<file path="src/rtl/pipeline_pkg.sv">
`default_nettype none
// ============================================================================
// Module      : pipeline_pkg
// Description : Shared pipeline types: control bundle, NOP control, $zero
//               specifier and the ID/EX hazard FSM state encoding.
// Revision    : 1.0 - initial release
// ============================================================================
package pipeline_pkg;

    typedef struct packed {
        logic       RegWrite;
        logic       MemRead;
        logic       MemWrite;
        logic       MemToReg;
        logic       RegDst;
        logic       ALUSrc;
        logic [1:0] ALUOp;
    } ctrl_t;

    localparam ctrl_t CTRL_NOP = '0;
    localparam int    REG_ZERO = 0;

    typedef enum logic [0:0] {
        RUN   = 1'b0,
        STALL = 1'b1
    } state_t;

endpackage
`default_nettype wire

</file>
<file path="src/rtl/load_use_detect.sv">
`default_nettype none
// ============================================================================
// Module      : load_use_detect
// Description : Combinational load-use hazard equation between the
//               instruction in EX (a load) and the instruction in ID.
// Revision    : 1.0 - initial release
// ============================================================================
module load_use_detect
    import pipeline_pkg::*;
#(
    parameter int REG_AW = 5
) (
    input  logic              i_ex_valid,
    input  logic              i_ex_mem_read,
    input  logic [REG_AW-1:0] i_ex_rt,
    input  logic              i_id_valid,
    input  logic [REG_AW-1:0] i_id_rs,
    input  logic [REG_AW-1:0] i_id_rt,
    input  logic              i_id_uses_rt,
    output logic              o_lu
);

    logic w_ex_load;
    logic w_rs_match;
    logic w_rt_match;

    // A load into $zero produces nothing to wait for.
    assign w_ex_load  = i_ex_valid & i_ex_mem_read & (i_ex_rt != REG_AW'(REG_ZERO));
    assign w_rs_match = (i_ex_rt == i_id_rs);
    assign w_rt_match = i_id_uses_rt & (i_ex_rt == i_id_rt);
    assign o_lu       = w_ex_load & i_id_valid & (w_rs_match | w_rt_match);

endmodule
`default_nettype wire

</file>
<file path="src/rtl/id_ex_hazard_reg.sv">
`default_nettype none
// ============================================================================
// Module      : id_ex_hazard_reg
// Description : MIPS ID/EX pipeline register with load-use stall, bubble
//               insertion, flush and external hold. Optional HAZ_STATS_EN
//               adds saturating stall/flush event counters.
// Revision    : 1.0 - initial release
// ============================================================================
module id_ex_hazard_reg
    import pipeline_pkg::*;
#(
    parameter int DATA_W = 32,
    parameter int REG_AW = 5
) (
    input  logic              clk,
    input  logic              rst_n,
    input  logic              ID_valid,
    input  logic [REG_AW-1:0] ID_rs,
    input  logic [REG_AW-1:0] ID_rt,
    input  logic [REG_AW-1:0] ID_rd,
    input  logic              ID_uses_rt,
    input  logic [DATA_W-1:0] ID_read_data1,
    input  logic [DATA_W-1:0] ID_read_data2,
    input  logic [DATA_W-1:0] ID_imm,
    input  logic              ID_RegWrite,
    input  logic              ID_MemRead,
    input  logic              ID_MemWrite,
    input  logic              ID_MemToReg,
    input  logic              ID_RegDst,
    input  logic              ID_ALUSrc,
    input  logic [1:0]        ID_ALUOp,
    input  logic              flush,
    input  logic              hold,
    output logic              EX_valid,
    output logic [REG_AW-1:0] EX_rs,
    output logic [REG_AW-1:0] EX_rt,
    output logic [REG_AW-1:0] EX_rd,
    output logic [DATA_W-1:0] EX_read_data1,
    output logic [DATA_W-1:0] EX_read_data2,
    output logic [DATA_W-1:0] EX_imm,
    output logic              EX_RegWrite,
    output logic              EX_MemRead,
    output logic              EX_MemWrite,
    output logic              EX_MemToReg,
    output logic              EX_RegDst,
    output logic              EX_ALUSrc,
    output logic [1:0]        EX_ALUOp,
`ifdef HAZ_STATS_EN
    output logic [31:0]       stall_count,
    output logic [31:0]       flush_count,
`endif
    output logic              PCWrite,
    output logic              IFID_Write,
    output logic              bubble
);

    logic              ex_valid_q, ex_valid_d;
    logic [REG_AW-1:0] ex_rs_q, ex_rs_d;
    logic [REG_AW-1:0] ex_rt_q, ex_rt_d;
    logic [REG_AW-1:0] ex_rd_q, ex_rd_d;
    logic [DATA_W-1:0] ex_data1_q, ex_data1_d;
    logic [DATA_W-1:0] ex_data2_q, ex_data2_d;
    logic [DATA_W-1:0] ex_imm_q, ex_imm_d;
    ctrl_t             ex_ctrl_q, ex_ctrl_d;
    state_t            state_q, state_d;
    ctrl_t             w_id_ctrl;
    logic              w_lu;
    logic              w_lu_bubble;

    assign w_id_ctrl = '{RegWrite: ID_RegWrite, MemRead: ID_MemRead, MemWrite: ID_MemWrite,
                         MemToReg: ID_MemToReg, RegDst: ID_RegDst, ALUSrc: ID_ALUSrc,
                         ALUOp: ID_ALUOp};

    load_use_detect #(
        .REG_AW (REG_AW)
    ) u_lu (
        .i_ex_valid    (ex_valid_q),
        .i_ex_mem_read (ex_ctrl_q.MemRead),
        .i_ex_rt       (ex_rt_q),
        .i_id_valid    (ID_valid),
        .i_id_rs       (ID_rs),
        .i_id_rt       (ID_rt),
        .i_id_uses_rt  (ID_uses_rt),
        .o_lu          (w_lu)
    );

    assign w_lu_bubble = w_lu & ~hold & ~flush;

    // On flush the upstream squash belongs to IF/ID, so the front end keeps moving.
    assign PCWrite    = ~rst_n | ~(hold | (w_lu & ~flush));
    assign IFID_Write = PCWrite;
    assign bubble     = rst_n & (flush | w_lu_bubble);

    always_comb begin
        ex_valid_d = ex_valid_q;
        ex_rs_d    = ex_rs_q;
        ex_rt_d    = ex_rt_q;
        ex_rd_d    = ex_rd_q;
        ex_data1_d = ex_data1_q;
        ex_data2_d = ex_data2_q;
        ex_imm_d   = ex_imm_q;
        ex_ctrl_d  = ex_ctrl_q;
        if (flush || (!hold && w_lu)) begin
            ex_valid_d = 1'b0;
            ex_rs_d    = '0;
            ex_rt_d    = '0;
            ex_rd_d    = '0;
            ex_data1_d = '0;
            ex_data2_d = '0;
            ex_imm_d   = '0;
            ex_ctrl_d  = CTRL_NOP;
        end else if (!hold) begin
            ex_valid_d = ID_valid;
            ex_rs_d    = ID_rs;
            ex_rt_d    = ID_rt;
            ex_rd_d    = ID_rd;
            ex_data1_d = ID_read_data1;
            ex_data2_d = ID_read_data2;
            ex_imm_d   = ID_imm;
            ex_ctrl_d  = w_id_ctrl;
        end
    end

    always_comb begin
        state_d = state_q;
        case (state_q)
            RUN:     if (w_lu_bubble) state_d = STALL;
            STALL:   if (!hold)       state_d = RUN;
            default: state_d = RUN;
        endcase
    end

    always_ff @(posedge clk or negedge rst_n) begin
        if (!rst_n) begin
            ex_valid_q <= 1'b0;
            ex_rs_q    <= '0;
            ex_rt_q    <= '0;
            ex_rd_q    <= '0;
            ex_data1_q <= '0;
            ex_data2_q <= '0;
            ex_imm_q   <= '0;
            ex_ctrl_q  <= CTRL_NOP;
            state_q    <= RUN;
        end else begin
            ex_valid_q <= ex_valid_d;
            ex_rs_q    <= ex_rs_d;
            ex_rt_q    <= ex_rt_d;
            ex_rd_q    <= ex_rd_d;
            ex_data1_q <= ex_data1_d;
            ex_data2_q <= ex_data2_d;
            ex_imm_q   <= ex_imm_d;
            ex_ctrl_q  <= ex_ctrl_d;
            state_q    <= state_d;
        end
    end

    // The bubble sitting in EX has MemRead=0, so a hazard here means corrupted state.
    a_no_lu_in_stall: assert property (@(posedge clk) disable iff (!rst_n)
                                       (state_q == STALL) |-> !w_lu);

`ifdef HAZ_STATS_EN
    logic [31:0] stall_cnt_q, stall_cnt_d;
    logic [31:0] flush_cnt_q, flush_cnt_d;

    always_comb begin
        stall_cnt_d = stall_cnt_q;
        flush_cnt_d = flush_cnt_q;
        if (w_lu_bubble && (stall_cnt_q != '1)) stall_cnt_d = stall_cnt_q + 32'd1;
        if (flush && (flush_cnt_q != '1))       flush_cnt_d = flush_cnt_q + 32'd1;
    end

    always_ff @(posedge clk or negedge rst_n) begin
        if (!rst_n) begin
            stall_cnt_q <= '0;
            flush_cnt_q <= '0;
        end else begin
            stall_cnt_q <= stall_cnt_d;
            flush_cnt_q <= flush_cnt_d;
        end
    end

    assign stall_count = stall_cnt_q;
    assign flush_count = flush_cnt_q;
`endif

    assign EX_valid      = ex_valid_q;
    assign EX_rs         = ex_rs_q;
    assign EX_rt         = ex_rt_q;
    assign EX_rd         = ex_rd_q;
    assign EX_read_data1 = ex_data1_q;
    assign EX_read_data2 = ex_data2_q;
    assign EX_imm        = ex_imm_q;
    assign EX_RegWrite   = ex_ctrl_q.RegWrite;
    assign EX_MemRead    = ex_ctrl_q.MemRead;
    assign EX_MemWrite   = ex_ctrl_q.MemWrite;
    assign EX_MemToReg   = ex_ctrl_q.MemToReg;
    assign EX_RegDst     = ex_ctrl_q.RegDst;
    assign EX_ALUSrc     = ex_ctrl_q.ALUSrc;
    assign EX_ALUOp      = ex_ctrl_q.ALUOp;

endmodule
`default_nettype wire

</file>
<file path="config.mk">
export PLATFORM = sky130hd
export DESIGN_NAME = id_ex_hazard_reg
export DESIGN_NICKNAME = d
export VERILOG_FILES = /design/src/rtl/pipeline_pkg.sv /design/src/rtl/load_use_detect.sv /design/src/rtl/id_ex_hazard_reg.sv
export SDC_FILE = /design/constraint.sdc
export NUM_CORES = 1
export LEC_CHECK = 0
export BUFFER_PORTS_ARGS = -buffer_cell sky130_fd_sc_hd__buf_4
export CAP_MARGIN = 5
export CORE_UTILIZATION = 52
export DETAILED_ROUTE_END_ITERATION = 8
export PLACE_DENSITY_LB_ADDON = 0.1
export SLEW_MARGIN = 25
export SYNTH_ARGS = -nofsm -noshare
export SYNTH_HDL_FRONTEND = slang
export SYNTH_SLANG_ARGS = --single-unit
</file>
<file path="constraint.sdc">
create_clock -name clk -period 5.1 [get_ports clk]
set_input_delay 0.765 -clock clk [delete_from_list [all_inputs] [get_ports clk]]
set_output_delay 0.765 -clock clk [all_outputs]
set_load 0.05 [all_outputs]
</file>
==> flow_metrics.tcl <==
set metrics [dict create \
    final_area_mm2 0.00817 \
    max_freq_mhz 291 \
    drive_above_1_share_pct 36.0 \
    rsz0062_at_grt "no" \
    cts_root_buf "clkbuf_8" \
    grt_first_pass_wirelength_um 26900 \
    antenna_left 0 \
    post_drt_wl_per_cell_um 18.2 \
    clk_latency_ps 510 \
    area_growth_syn_to_layout_pct 43.3 \
    clock_power_share_pct 39.9 \
    post_dp_cell_area_mm2 0.00752 \
    pwr-share-comb_pct 25.9 \
    fp.coreArea_mm2 0.0105 \
    ys_seq_area_share_pct 52.7 \
    r2r_slack_ps 2350 \
    cts.sinks 120 \
    synth.largest_area_cell "dfrtp_1" \
    synth_top_area_share_pct 52.7 \
    std_cell_rows 37 \
    grt_pass1_vias 5341 \
    die_area_mm2 0.0114 \
    initialDrtViolationCount 498 \
    antenna_found_initial 0 \
    end_kind "output port" \
    grt_use_met3_pct 9.42 \
    diodes 0 \
    ys_warn_count 0 \
    crit_fanout 16 \
    drc_errors 0 \
    synthTopCellsByArea "dfrtp_1 53%, a32oi_1 17%, nand2_1 8.4%" \
    io_pins 248 \
    layout.nets 918 \
    synthCells 586 \
    routed_wl_um 17200 \
    cts_buffers 17 \
    netlist-cell-type-count 22 \
    gp_congestion 0.846 \
    synth-seq-cells 120 \
    crit_path_start_kind "flip-flop" \
    path_buf_inv 1 \
    worstSetupPathType "reg -> out" \
    r2r_end "EX_read_data1[11]" \
    synth_edf_count 0 \
    post-place-ws_ps 2180 \
    cpMaxStageDelayCell "or4_1" \
    initial_utilization_pct 54.5 \
    critical-path-top-delay-family "compound AO/OA/AOI/OAI gates" \
    p_seq_share_pct 34.2 \
    htree_levels 4 \
    worst_slack_ps 1660 \
    p_sw_mw 1.08 \
    clk_pin_slew_ps 60 \
    cap_violations 0 \
    slew_violations 0 \
    cts_tree "built" \
    path_cells "or4_1, o2111ai_4, nor3b_1, a22oi_1, buf_4" \
    max-vdd-ir-drop_mv 0.242 \
    switching_share_pct 33.0 \
    synth-async-reset-ratio_pct 100 \
    p_leak_nw 3.66 \
    period_share_pct 67.4 \
    yosysMostFrequentCell "nand2_1" \
    fp.dieH_um 107 \
    synthTopCellsByCount "127 x nand2_1, 120 x dfrtp_1, 109 x a32oi_1, 58 x o21ai_0, 51 x o21ai_1" \
    slowest_delay_ps 600 \
    setup_violations 0 \
    hp-class "in -> async" \
    worstPathArrival_ps 2670 \
    use_met1_pct 37.3 \
    via_count 5749 \
    post_cts_resize_count 0 \
    worstMarginPinSlew_ps 904 \
    die_x_um 107 \
    finalCriticalPeriod_ps 3440 \
    reg2reg_depth 5 \
    r2r_start "EX_rt[3]" \
    clk_path_buf_depth 2 \
    port_buffers 247 \
    crit_required_ps 4340 \
    fin_tns_setup_ps 0 \
    grt_busiest_layer "met2" \
    drt-pass1-iter-count 5 \
    cts_setup_buffers 0 \
    grt_util_all_layers_pct 30.3 \
    powerDensity_mw_per_mm2 399 \
    p_int_mw 2.18 \
    grt_util_met2_pct 47.6 \
    syn_nets 711 \
    grt_overflow 0 \
    via_per_inst 6.10 \
    ys.flop_type "dfrtp_1" \
    outcome "finished, final reports clean" \
    synth_area_per_cell_um2 9.72 \
    post-dp-hpwl_um 10800 \
    slew_headroom_pct 39.7 \
    timing.hold.ws_ps 271 \
    holdBufCountCts 0 \
    synth_area_mm2 0.00570 \
    grt_max_degree 115 \
    skew_ps 5.82 \
    hold_violations 0 \
]
==> kinds of logic after synthesis <==
| family | Yosys count | synth area share (%) |
|---|---|---|
| and+or+nand+nor | 145 | 10.6 |
| AOI/OAI and AO/OA | 239 | 29.6 |
| buffers and inverters | 72 | 5.60 |
| xor gates and xnor gates | 10 | 1.54 |
| DFF | 120 | 52.7 |
==> worst register-to-register path: stages, from the launching register on <==
cell and delay [ps]:
dfrtp_1 450, or4_1 600, o2111ai_4 490, buf_6 720, a32oi_1 260, o21ai_0 140
==> flip-flops by register name, summed over array words and instances (netlist names) <==
register and cells:
EX_MemToReg 1, EX_imm 32, EX_read_data1 32, EX_ALUSrc 1, EX_RegWrite 1, EX_RegDst 1, EX_MemRead 1, EX_rd 5
EX_rt 5, EX_read_data2 32, EX_ALUOp 2, EX_valid 1, EX_rs 5, EX_MemWrite 1
==> cell type report <==
class                      count  area, um2
clock buffer                  20        445
clock inverter                12        198
fill                         705       2300
inverter                       5       18.8
multi-input combinational    394       2410
sequential                   120       3000
tap                          136        170
timing repair buffer         255       1920
==> cells in the final DEF (no fill, tap or decap), drive strengths merged, types with 2 or more instances in the layout <==
| cell | n |
|---|---|
| nand2 | 127 |
| nor3b | 13 |
| a22oi | 7 |
| bufinv | 5 |
| clkinvlp | 2 |
| o221ai | 11 |
| clkinv | 5 |
| o21ai | 109 |
| dfrtp | 120 |
| buf | 255 |
| a32oi | 109 |
| inv | 5 |
| clkbuf | 20 |
| xnor2 | 10 |
==> power groups by stage <==
stage	clock [mW]	sequential, mW	combinational (mW)
after floorplan	0	1.46	0.186
after global placement	0	1.12	0.827
after detailed placement	0	1.13	0.845
after CTS	1.31	1.11	0.845
after global routing	1.35	1.13	0.890
final	1.30	1.11	0.844
==> layer usage <==
metal | share of wire [%] | routed length, um
met5 | 0 | 0
met4 | 4.3 | 744
met3 | 8.1 | 1390
met2 | 48 | 8330
met1 | 39 | 6710
==> how the worst max path moves through the flow <==
stage	slack (ps)	cells past startpoint	startpoint	endpoint
floorplan	1480	6	EX_rt[3]	PCWrite
detailed placement	2180	6	ID_rt[2]	EX_RegWrite
global placement	2230	5	EX_rt[3]	EX_read_data1[14]
CTS	1690	5	EX_rt[3]	IFID_Write
finish	1660	5	EX_rt[3]	IFID_Write
global route	1510	5	EX_rt[3]	PCWrite
==> metrics by stage <==
step / utilization (%) / total power, mW / instances
global placement: 71.8 / 1.95 / 910
detailed placement: 71.8 / 1.97 / 910
global route: 78.1 / 3.37 / 942
CTS: 78.0 / 3.27 / 942
finish: 78.1 / 3.26 / 942
floorplan: - / 1.64 / 586
Note: power is estimated with default switching activity, not from simulation.
